`config.mk`:
```
export PLATFORM = sky130hd
export DESIGN_NAME = fast_nms_kp_scheduler
export DESIGN_NICKNAME = d
export VERILOG_FILES = /design/src/rtl/fast_pkg.sv /design/src/rtl/fast_kp_fifo.sv /design/src/rtl/fast_nms_kp_scheduler.sv
export SDC_FILE = /design/constraint.sdc
export NUM_CORES = 1
export LEC_CHECK = 0
export CAP_MARGIN = 10
export CORE_UTILIZATION = 40
export CTS_CLUSTER_DIAMETER = 40
export DETAILED_ROUTE_END_ITERATION = 7
export PLACE_DENSITY = 0.58
export SETUP_SLACK_MARGIN = 0.4
export SLEW_MARGIN = 20
export SYNTH_ARGS = -nofsm -noshare
export SYNTH_HDL_FRONTEND = slang
export SYNTH_SLANG_ARGS = --single-unit
```
`constraint.sdc`:
```
create_clock -name i_clk -period 5.6 [get_ports i_clk]
set_input_delay 0.84 -clock i_clk [delete_from_list [all_inputs] [get_ports i_clk]]
set_output_delay 0.84 -clock i_clk [all_outputs]
set_load 0.02 [all_outputs]
```
`src/rtl/fast_pkg.sv`:
```
// fast_pkg: shared types and constants for the FAST keypoint scheduler.
// Holds the FSM state enum, the keypoint record and window constants.
package fast_pkg;

  localparam int FAST_WIN    = 7;
  localparam int FAST_BORDER = FAST_WIN / 2;
  localparam int KP_COORD_W  = 12;

  typedef enum logic [1:0] {
    IDLE,
    ACTIVE,
    FLUSH,
    LAST
  } kp_state_e;

  // 'type' is a reserved word, so the field is kp_type
  typedef struct packed {
    logic [KP_COORD_W-1:0] x;
    logic [KP_COORD_W-1:0] y;
    logic [1:0]            kp_type;
  } kp_rec_t;

endpackage

```
`src/rtl/fast_kp_fifo.sv`:
```
// fast_kp_fifo: synchronous FIFO of kp_rec_t with a registered head.
// Ports: push/wr_data in, pop/rd_data/rd_valid out, full/empty status.
module fast_kp_fifo
  import fast_pkg::*;
#(
  parameter int DEPTH = 16
) (
  input  logic    clk,
  input  logic    rst_n,
  input  logic    push,
  input  kp_rec_t wr_data,
  input  logic    pop,
  output kp_rec_t rd_data,
  output logic    rd_valid,
  output logic    full,
  output logic    empty
);

  localparam int AW = $clog2(DEPTH);
  localparam int PW = AW + 1;

  kp_rec_t        mem_q [DEPTH];
  logic [AW:0]    wr_ptr_q, wr_ptr_d;
  logic [AW:0]    rd_ptr_q, rd_ptr_d;
  kp_rec_t        rd_data_q, rd_data_d;
  logic           rd_valid_q, rd_valid_d;

  assign full = (wr_ptr_q[AW] != rd_ptr_q[AW]) &&
                (wr_ptr_q[AW-1:0] == rd_ptr_q[AW-1:0]);
  assign empty    = (wr_ptr_q == rd_ptr_q);
  assign rd_data  = rd_data_q;
  assign rd_valid = rd_valid_q;

  // The head register only sees entries written on an earlier
  // edge (old wr_ptr), so a fresh entry shows one cycle later.
  always_comb begin
    wr_ptr_d   = wr_ptr_q + PW'(push);
    rd_ptr_d   = rd_ptr_q + PW'(pop);
    rd_valid_d = (rd_ptr_d != wr_ptr_q);
    rd_data_d  = rd_valid_d ? mem_q[rd_ptr_d[AW-1:0]] : '0;
  end

  always_ff @(posedge clk) begin
    if (push) begin
      mem_q[wr_ptr_q[AW-1:0]] <= wr_data;
    end
  end

  always_ff @(posedge clk or negedge rst_n) begin
    if (!rst_n) begin
      wr_ptr_q   <= '0;
      rd_ptr_q   <= '0;
      rd_data_q  <= '0;
      rd_valid_q <= 1'b0;
    end else begin
      wr_ptr_q   <= wr_ptr_d;
      rd_ptr_q   <= rd_ptr_d;
      rd_data_q  <= rd_data_d;
      rd_valid_q <= rd_valid_d;
    end
  end

endmodule

```
`src/rtl/fast_nms_kp_scheduler.sv`:
```
// fast_nms_kp_scheduler: turns the FAST NMS mark stream into per-frame
// keypoint records closed by an end-of-frame count record.
// Ports: i_image_* stream in; o_kp_*/i_kp_ready record handshake out;
// o_overflow, o_frame_skip, o_busy status. Define
// FAST_NMS_BORDER_MASK_EN to mask the BORDER-pixel image margin.
module fast_nms_kp_scheduler
  import fast_pkg::*;
#(
  parameter int IMG_W      = 640,
  parameter int IMG_H      = 480,
  parameter int BORDER     = FAST_BORDER,
  parameter int FIFO_DEPTH = 16,
  parameter int MAX_KP     = 1024,
  parameter int COORD_W    = KP_COORD_W
) (
  input  logic               i_clk,
  input  logic               i_rst_n,
  input  logic               i_image_vs,
  input  logic               i_image_hs,
  input  logic               i_image_en,
  input  logic [7:0]         i_image_data,
  output logic               o_kp_valid,
  input  logic               i_kp_ready,
  output logic [COORD_W-1:0] o_kp_x,
  output logic [COORD_W-1:0] o_kp_y,
  output logic [1:0]         o_kp_type,
  output logic               o_kp_last,
  output logic [COORD_W:0]   o_kp_count,
  output logic               o_overflow,
  output logic               o_frame_skip,
  output logic               o_busy
);

  localparam int CW1 = COORD_W + 1;
  localparam logic [COORD_W:0] KP_LIMIT = CW1'(MAX_KP);

  kp_state_e          state_q, state_d;
  logic               vs_q, hs_q;
  logic [COORD_W-1:0] x_q, x_d, y_q, y_d;
  logic [COORD_W:0]   cnt_q, cnt_d;
  logic               ovf_q, ovf_d;
  logic               skip_q, skip_d;
  logic               vs_rise, vs_fall, hs_fall, start;
  logic               in_win, kp_hit, budget_ok, push, pop;
  logic               fifo_full, fifo_empty, fifo_valid;
  kp_rec_t            wr_rec, rd_rec;

  assign vs_rise = i_image_vs & ~vs_q;
  assign vs_fall = ~i_image_vs & vs_q;
  assign hs_fall = ~i_image_hs & hs_q;
  assign start   = (state_q == IDLE) & vs_rise;

`ifdef FAST_NMS_BORDER_MASK_EN
  localparam logic [COORD_W-1:0] X_LO = COORD_W'(BORDER);
  localparam logic [COORD_W-1:0] X_HI = COORD_W'(IMG_W - 1 - BORDER);
  localparam logic [COORD_W-1:0] Y_LO = COORD_W'(BORDER);
  localparam logic [COORD_W-1:0] Y_HI = COORD_W'(IMG_H - 1 - BORDER);
  logic unused_bits;
  assign unused_bits = ^i_image_data[7:2];
  assign in_win = (x_q >= X_LO) && (x_q <= X_HI) &&
                  (y_q >= Y_LO) && (y_q <= Y_HI);
`else
  logic unused_bits;
  assign unused_bits = ^{i_image_data[7:2], 32'(BORDER + IMG_W + IMG_H)};
  assign in_win = 1'b1;
`endif

  assign kp_hit = (state_q == ACTIVE) & i_image_en &
                  (i_image_data[1:0] != 2'b00) & in_win;
  assign budget_ok = (cnt_q < KP_LIMIT);
  assign pop  = fifo_valid & i_kp_ready;
  assign push = kp_hit & budget_ok & (~fifo_full | pop);

  always_comb begin
    wr_rec         = '0;
    wr_rec.x       = KP_COORD_W'(x_q);
    wr_rec.y       = KP_COORD_W'(y_q);
    wr_rec.kp_type = i_image_data[1:0];
  end

  always_comb begin
    x_d    = x_q;
    y_d    = y_q;
    cnt_d  = cnt_q;
    ovf_d  = ovf_q;
    skip_d = vs_rise & ((state_q == FLUSH) | (state_q == LAST));
    if (start) begin
      x_d   = '0;
      y_d   = '0;
      cnt_d = '0;
      ovf_d = 1'b0;
    end else begin
      if (hs_fall) begin
        x_d = '0;
        y_d = y_q + 1'b1;
      end else if (i_image_en) begin
        x_d = x_q + 1'b1;
      end
      if (push) begin
        cnt_d = cnt_q + 1'b1;
      end
      // budget drops are silent; only a full FIFO flags overflow
      if (kp_hit & budget_ok & fifo_full & ~pop) begin
        ovf_d = 1'b1;
      end
    end
  end

  // vs_q resets high so a vs already high after reset is not
  // mistaken for a frame start: partial frames are never reported.
  always_ff @(posedge i_clk or negedge i_rst_n) begin
    if (!i_rst_n) begin
      vs_q   <= 1'b1;
      hs_q   <= 1'b0;
      x_q    <= '0;
      y_q    <= '0;
      cnt_q  <= '0;
      ovf_q  <= 1'b0;
      skip_q <= 1'b0;
    end else begin
      vs_q   <= i_image_vs;
      hs_q   <= i_image_hs;
      x_q    <= x_d;
      y_q    <= y_d;
      cnt_q  <= cnt_d;
      ovf_q  <= ovf_d;
      skip_q <= skip_d;
    end
  end

  always_ff @(posedge i_clk or negedge i_rst_n) begin
    if (!i_rst_n) state_q <= IDLE;
    else          state_q <= state_d;
  end

  always_comb begin
    state_d = state_q;
    unique case (state_q)
      IDLE:   if (vs_rise)    state_d = ACTIVE;
      ACTIVE: if (vs_fall)    state_d = FLUSH;
      FLUSH:  if (fifo_empty) state_d = LAST;
      LAST:   if (i_kp_ready) state_d = IDLE;
      default:                state_d = IDLE;
    endcase
  end

  always_comb begin
    o_busy     = (state_q != IDLE);
    o_kp_last  = (state_q == LAST);
    o_kp_valid = fifo_valid | o_kp_last;
  end

  // FIFO head is zero whenever it is not valid, so the end
  // record naturally carries zero coordinates and type.
  assign o_kp_x       = COORD_W'(rd_rec.x);
  assign o_kp_y       = COORD_W'(rd_rec.y);
  assign o_kp_type    = rd_rec.kp_type;
  assign o_kp_count   = cnt_q;
  assign o_overflow   = ovf_q;
  assign o_frame_skip = skip_q;

  fast_kp_fifo #(
    .DEPTH (FIFO_DEPTH)
  ) u_fifo (
    .clk      (i_clk),
    .rst_n    (i_rst_n),
    .push     (push),
    .wr_data  (wr_rec),
    .pop      (pop),
    .rd_data  (rd_rec),
    .rd_valid (fifo_valid),
    .full     (fifo_full),
    .empty    (fifo_empty)
  );

endmodule

```
==> flow_summary.toml, run 1 <==
[status]
run_status = "finished, violations left"
violations_in_the_final_reports = "design-rule violations"

[route]
route.vias.total = 9362
detail-route-antenna-nets = 0
drcViolationCount = 6
first_pass_iters = 7
vias_per_cell = 5.462
totalWireLength_mm = 40.87
routed_wire_length_per_instance_um = 23.85
detailedRoute.firstIterationViolations = 780

[cells_and_area]
leading_cell_type_in_the_layout_fill_and_taps_excluded = "sky130_fd_sc_hd__edfxtp_1"
sequential_cell_area_in_the_final_layout_mm2 = 0.01450
nFillCells = 3825
syn2layout_area_growth_pct = 20.69
diodes = 0
layout-drive-gt1-share = 0.2575
multi_input_comb_area_mm2 = 0.004383
layout.cells.most_common_list = "416 x sky130_fd_sc_hd__edfxtp_1, 104 x sky130_fd_sc_hd__mux4_2, 79 x sky130_fd_sc_hd__dfrtp_1"
fin_nets = 1079

[synthesis]
synth-seq-area-share = 0.7636
per_instance_average_area_after_synthesis_um2 = 20.19
yosysWarningCount = 0
asr_flop_ratio_synth = 0.1613
number_of_flip_flops_and_latches_in_the_synthesized_netlist = 496
synth-edff-count = 416
post_synthesis_instance_area_mm2 = 0.01898
yosys.area.top_type = "sky130_fd_sc_hd__edfxtp_1"
synth_nets = 965
yosys_most_used_dff = "sky130_fd_sc_hd__edfxtp_1"
synth_top_cell_area_share = 0.6581
synth.lib_cells_used.distinct = 45
yosys-top-cells-area = "sky130_fd_sc_hd__edfxtp_1 66%, sky130_fd_sc_hd__mux4_2 12%, sky130_fd_sc_hd__dfrtp_1 10%, sky130_fd_sc_hd__a22oi_1 2.1%, sky130_fd_sc_hd__xor2_1 0.97%"
synth_cells = 940

[sta]
final.min_clock_period_ps = 3885
tightest_slew_ps = 1066
tns_ps = 0
peak_clock_frequency_supported_by_timing_ghz = 0.2574
post-route-period-util = 0.6938
hold_viol_final = 0
final.hold.worst_slack_ps = 228.1
slew_margin_rel = 0.2878
final-setup-viol-count = 0
slew_viol_final = 0
worst_clock_skew_ps = 15.53
grt_setup_unrepaired = "false"

[global_routing]
grt_start_max_net_pins = 60
antenna_found_initial = 2
grtUsageMet2 = 0.2634
busiest_layer = "met1"
global_route.usage.total = 0.1774
grt_overflow_total = 0
grt_first_pass_wirelength_mm = 62.22
gr-usage-met3 = 0.02995
met1_usage = 0.2665
number_of_global_route_vias_before_repair = 9797

[die]
core_area_mm2 = 0.04665
die_area_mm2 = 0.04833
io_pins = 58
chipWidth_um = 219.8
placement_row_count = 79
initial_utilization = 0.4069
die-height_um = 219.8

[worst_setup_path]
timing.critical_path.arrival_ps = 4130
critical_path.reg2reg.startpoint = "state_q[1]"
critical-path-slowest-cell = "sky130_fd_sc_hd__clkdlybuf4s50_1"
max_stage_delay_ps = 830
worstReg2RegEnd = "u_fifo.mem_q[5][4]"
setup.worst_path.start = "i_image_data[1]"
crit_buf_inv = 3
ff2ff_setup_slack_ps = 2180
cp_num_cells = 8
worst_ep_required_time_ps = 5850
worstRegToRegCells = 9
crit_fanout = 17
timing.critical_path.max_delay_family = "buffers and inverters"
crit_type = "input pin to flip-flop"
timing.critical_path.from_type = "input pin"
crit_path_end = "u_fifo.mem_q[5][4]"
crit_end_category = "flip-flop"
path_cells = "clkdlybuf4s50_1 > o21ai_1 > nor4_4 > o21ai_2 > inv_1 > nand3b_1 > nor2_4 > buf_4"

[clock_network]
cts.repair_timing.setup_buffer_count = 0
htree_levels = 3
tritoncts = "built"
clock_latency_late_sink_ps = 570
cts.root.buffer_cell = "sky130_fd_sc_hd__clkbuf_16"
cts_num_sinks = 496
cts_max_path_buffers = 3
cts_buffers = 71
postCtsResizedCells = 0
cts_hold_buf = 0
clkTransAtPathRegs_ps = 60

[place]
buffer_ports.inserted = 51
dp.final_hpwl_mm = 22.77
gp_congestion = 0.7220

[power]
powerDensity_mw_per_mm2 = 572.3
leakage_nw = 7.853
power.ir.vdd_worst_uv = 352.3

[run]
drv_cap = 0

[worst_hold_path]
min-delay-path-class = "input pin to async pin"
-- report_power, final --
group / internal [mW] / switching, mW / leakage, nW
Sequential: 4.37 / 0.283 / 5.00
Combinational: 1.79 / 2.11 / 1.68
Clock: 2.94 / 1.61 / 1.17
Total: 9.10 / 4.01 / 7.85
-- layer usage --
| metal | vias up | wire length (um) | part of all wire |
|---|---|---|---|
| li1 | 4072 | - | - |
| met1 | 4984 | 19220 | 0.47 |
| met2 | 246 | 18880 | 0.46 |
| met3 | 60 | 2030 | 0.050 |
| met4 | 0 | 744 | 0.018 |
| met5 | - | 0 | 0 |
-- flip-flops by register name, indices dropped and copies added (netlist names), 2 cells and up --
| signal | cells |
|---|---|
| u_fifo.mem_q | 416 |
| u_fifo.rd_data | 26 |
| o_kp_count | 13 |
| x_q | 12 |
| y_q | 12 |
| u_fifo.rd_ptr_q | 5 |
| u_fifo.wr_ptr_q | 5 |
| state_q | 2 |
-- worst min-delay path by stage --
stage                       startpoint                  to  cells after the start
CTS                            i_rst_n  u_fifo.rd_data[22]                      1
global route                   i_rst_n  u_fifo.rd_data[20]                      1
detailed placement  u_fifo.rd_ptr_q[4]  u_fifo.rd_ptr_q[4]                      1
global placement    u_fifo.rd_ptr_q[4]  u_fifo.rd_ptr_q[4]                      1
finish                         i_rst_n  u_fifo.rd_data[22]                      1
floorplan           u_fifo.wr_ptr_q[4]  u_fifo.wr_ptr_q[4]                      1
-- metrics by stage --
step	setup slack (ps)	cell area [um2]	utilization	instances	power, mW
floorplan	973.9	18980	-	940	7.390
global placement	1197	20460	0.4386	1588	8.684
detailed placement	1122	20460	0.4386	1588	8.709
CTS	1710	22910	0.4910	1714	13.28
global route	1447	22910	0.4910	1714	13.69
finish	1715	22910	0.4910	1714	13.11
-- cell families (layout without fill, tap and decap cells) --
family,after synthesis,after routing,synth area share
flip-flops,496,496,0.7636
AND/OR/NAND/NOR,127,127,0.03507
multiplexers,108,108,0.1256
AO/OA/AOI/OAI,105,105,0.03619
buffers and inverters,53,220,0.01345
XOR/XNOR,40,40,0.01885
adder cells (fa/ha/maj),11,11,0.007251
-- cell usage after synthesis (3+ instances only) --
cell	number
sky130_fd_sc_hd__a21oi_1	36
sky130_fd_sc_hd__a22oi_1	52
sky130_fd_sc_hd__and2_1	5
sky130_fd_sc_hd__and3_1	3
sky130_fd_sc_hd__buf_2	18
sky130_fd_sc_hd__buf_4	7
sky130_fd_sc_hd__clkbuf_1	16
sky130_fd_sc_hd__dfrtp_1	79
sky130_fd_sc_hd__edfxtp_1	416
sky130_fd_sc_hd__ha_1	11
sky130_fd_sc_hd__inv_1	11
sky130_fd_sc_hd__mux2i_1	3
sky130_fd_sc_hd__mux4_2	104
sky130_fd_sc_hd__nand2_1	14
sky130_fd_sc_hd__nand2b_1	6
sky130_fd_sc_hd__nand3_1	13
sky130_fd_sc_hd__nand4_1	9
sky130_fd_sc_hd__nor2_1	45
sky130_fd_sc_hd__nor2_2	4
sky130_fd_sc_hd__nor3_1	7
sky130_fd_sc_hd__o2111ai_1	3
sky130_fd_sc_hd__o21ai_0	7
sky130_fd_sc_hd__or2_2	4
sky130_fd_sc_hd__or3_1	5
sky130_fd_sc_hd__xnor2_1	18
sky130_fd_sc_hd__xor2_1	21
-- final cells by class --
class / instances / share of cell area
sequential: 496 / 0.6327
multi-input combinational: 391 / 0.1913
clock buffer: 85 / 0.08258
timing repair buffer: 83 / 0.03430
tap: 607 / 0.03315
clock inverter: 41 / 0.02414
inverter: 11 / 0.001802
No activity file was read; power rests on OpenSTA's default activity.
==> run 2, diff against run 1 <==
Settings changed: PLACE_DENSITY 0.58 to 0.6.
Clock period 5.6 ns to 3.4 ns, I/O delays scaled along.
==> flow_summary.toml, run 2 (same netlist as run 1, synthesis figures left out) <==
[status]
run_status = "finished, violations left"
violations_in_the_final_reports = "design-rule violations"

[global_routing]
grt_start_max_net_pins = 65
antenna_found_initial = 0
global_route.usage.total = 0.1795
number_of_global_route_vias_before_repair = 9975
grt_overflow_total = 0
grt_first_pass_wirelength_mm = 62.99

[clock_network]
htree_levels = 3
clkTransAtPathRegs_ps = 50
postCtsResizedCells = 0
cts.root.buffer_cell = "sky130_fd_sc_hd__clkbuf_16"
cts.repair_timing.setup_buffer_count = 0
cts_max_path_buffers = 3
tritoncts = "built"
cts_num_sinks = 496
cts_hold_buf = 0
clock_latency_late_sink_ps = 580
cts_buffers = 70

[route]
routed_wire_length_per_instance_um = 23.67
drcViolationCount = 6
vias_per_cell = 5.398
first_pass_iters = 6
detailedRoute.firstIterationViolations = 702
detail-route-antenna-nets = 0
route.vias.total = 9457
totalWireLength_mm = 41.48

[cells_and_area]
sequential_cell_area_in_the_final_layout_mm2 = 0.01450
diodes = 0
largest_register_ffs = 416
syn2layout_area_growth_pct = 23.18
final_util = 0.5012
nFillCells = 3724
leading_cell_type_in_the_layout_fill_and_taps_excluded = "sky130_fd_sc_hd__edfxtp_1"
layout.cells.most_common_list = "416 x sky130_fd_sc_hd__edfxtp_1, 104 x sky130_fd_sc_hd__mux4_2, 79 x sky130_fd_sc_hd__dfrtp_1"
multi_input_comb_area_mm2 = 0.004410
layout-drive-gt1-share = 0.2856
fin_nets = 1114

[power]
switching_power_mw = 6.795
sw_frac_of_total = 0.3051
powerDensity_mw_per_mm2 = 952.5
internal_power_mw = 15.48
pwr-share-clk = 0.342
p_comb_frac = 0.317
power.ir.vdd_worst_uv = 549.5
leakage_nw = 8.084
p_total_mw = 22.27
sequential_share_of_power = 0.341

[run]
drv_cap = 0

[sta]
worst_slack_ps = 709.8
final-setup-viol-count = 0
peak_clock_frequency_supported_by_timing_ghz = 0.3717
post-route-period-util = 0.7912
slew_viol_final = 0
tns_ps = 0
tightest_slew_ps = 972.2
grt_setup_unrepaired = "false"
slew_margin_rel = 0.3519
worst_clock_skew_ps = 26.70
final.min_clock_period_ps = 2690
hold_viol_final = 0

[place]
buffer_ports.inserted = 51
place_worst_setup_slack_ps = 226.9
dp.final_hpwl_mm = 23.08
gp_congestion = 0.7167

[die]
chipWidth_um = 219.8
core_area_mm2 = 0.04665
initial_utilization = 0.4069
io_pins = 58
die-height_um = 219.8
die_area_mm2 = 0.04833
placement_row_count = 79

[worst_setup_path]
worst_ep_required_time_ps = 3630
timing.critical_path.arrival_ps = 2930
timing.critical_path.from_type = "flip-flop"
crit_end_category = "flip-flop"
crit_fanout = 16
setup.worst_path.start = "state_q[1]"
critical_path.reg2reg.startpoint = "state_q[1]"
crit_type = "flip-flop to flip-flop"

[worst_hold_path]
min-delay-path-class = "input pin to async pin"
run 2: stage by stage:
step | hold WS [ps] | instance area, um2 | std cells
after CTS | 127.2 | 23380 | 1752
final | 95.04 | 23380 | 1752
after global routing | 167.9 | 23380 | 1752
after floorplan | 214.4 | 19040 | 940
after global placement | 481.8 | 20890 | 1624
after detailed placement | 488.5 | 20890 | 1624
run 2: per-layer routing:
layer / global-route usage / up-vias / part of all wire / wire [um]
li1: - / 4140 / - / -
met1: 0.2527 / 5017 / 0.44 / 18430
met2: 0.2821 / 246 / 0.49 / 20150
met3: 0.03478 / 54 / 0.053 / 2187
met4: 0.05724 / 0 / 0.017 / 711
met5: 0 / - / 0 / 0
run 2: path summary, 6_finish.rpt:
kind | slack, ps | endpoint | cells past startpoint
max | 710 | u_fifo.mem_q[1][20] | 9
min | 100 | o_kp_count[12] | 1
max reg2reg | 710 | u_fifo.mem_q[1][20] | 9
min reg2reg | 500 | u_fifo.rd_ptr_q[4] | 1
max in group asynchronous | 2510 | u_fifo.rd_data[23] | 2
min in group i_clk | 410 | vs_q | 1
run 2: layout make-up:
cell class	count	area share
sequential	496	0.6200
multi-input combinational	391	0.1886
clock buffer	82	0.07952
timing repair buffer	119	0.05052
tap	607	0.03248
clock inverter	46	0.02713
inverter	11	0.001766
run 2: power groups by stage:
stage / Sequential (mW) / Clock [mW] / Combinational, mW
6_report: 7.60 / 7.62 / 7.05
5_1_grt: 7.67 / 8.02 / 7.58
4_1_cts: 7.61 / 7.76 / 7.19
3_5_place_dp: 7.73 / 0 / 7.15
3_3_place_gp: 7.71 / 0 / 7.09
2_1_floorplan: 7.80 / 0 / 4.40
run 2: worst max-delay path, cell delays in order, from the launching register on:
cell and delay [ps]:
sky130_fd_sc_hd__dfrtp_1 400, sky130_fd_sc_hd__inv_1 90, sky130_fd_sc_hd__ha_1 200, sky130_fd_sc_hd__nand2b_1 100
sky130_fd_sc_hd__nor4_4 240, sky130_fd_sc_hd__o21ai_2 140, sky130_fd_sc_hd__inv_1 190, sky130_fd_sc_hd__nand3b_1 380
sky130_fd_sc_hd__nor3_4 250, sky130_fd_sc_hd__buf_4 330
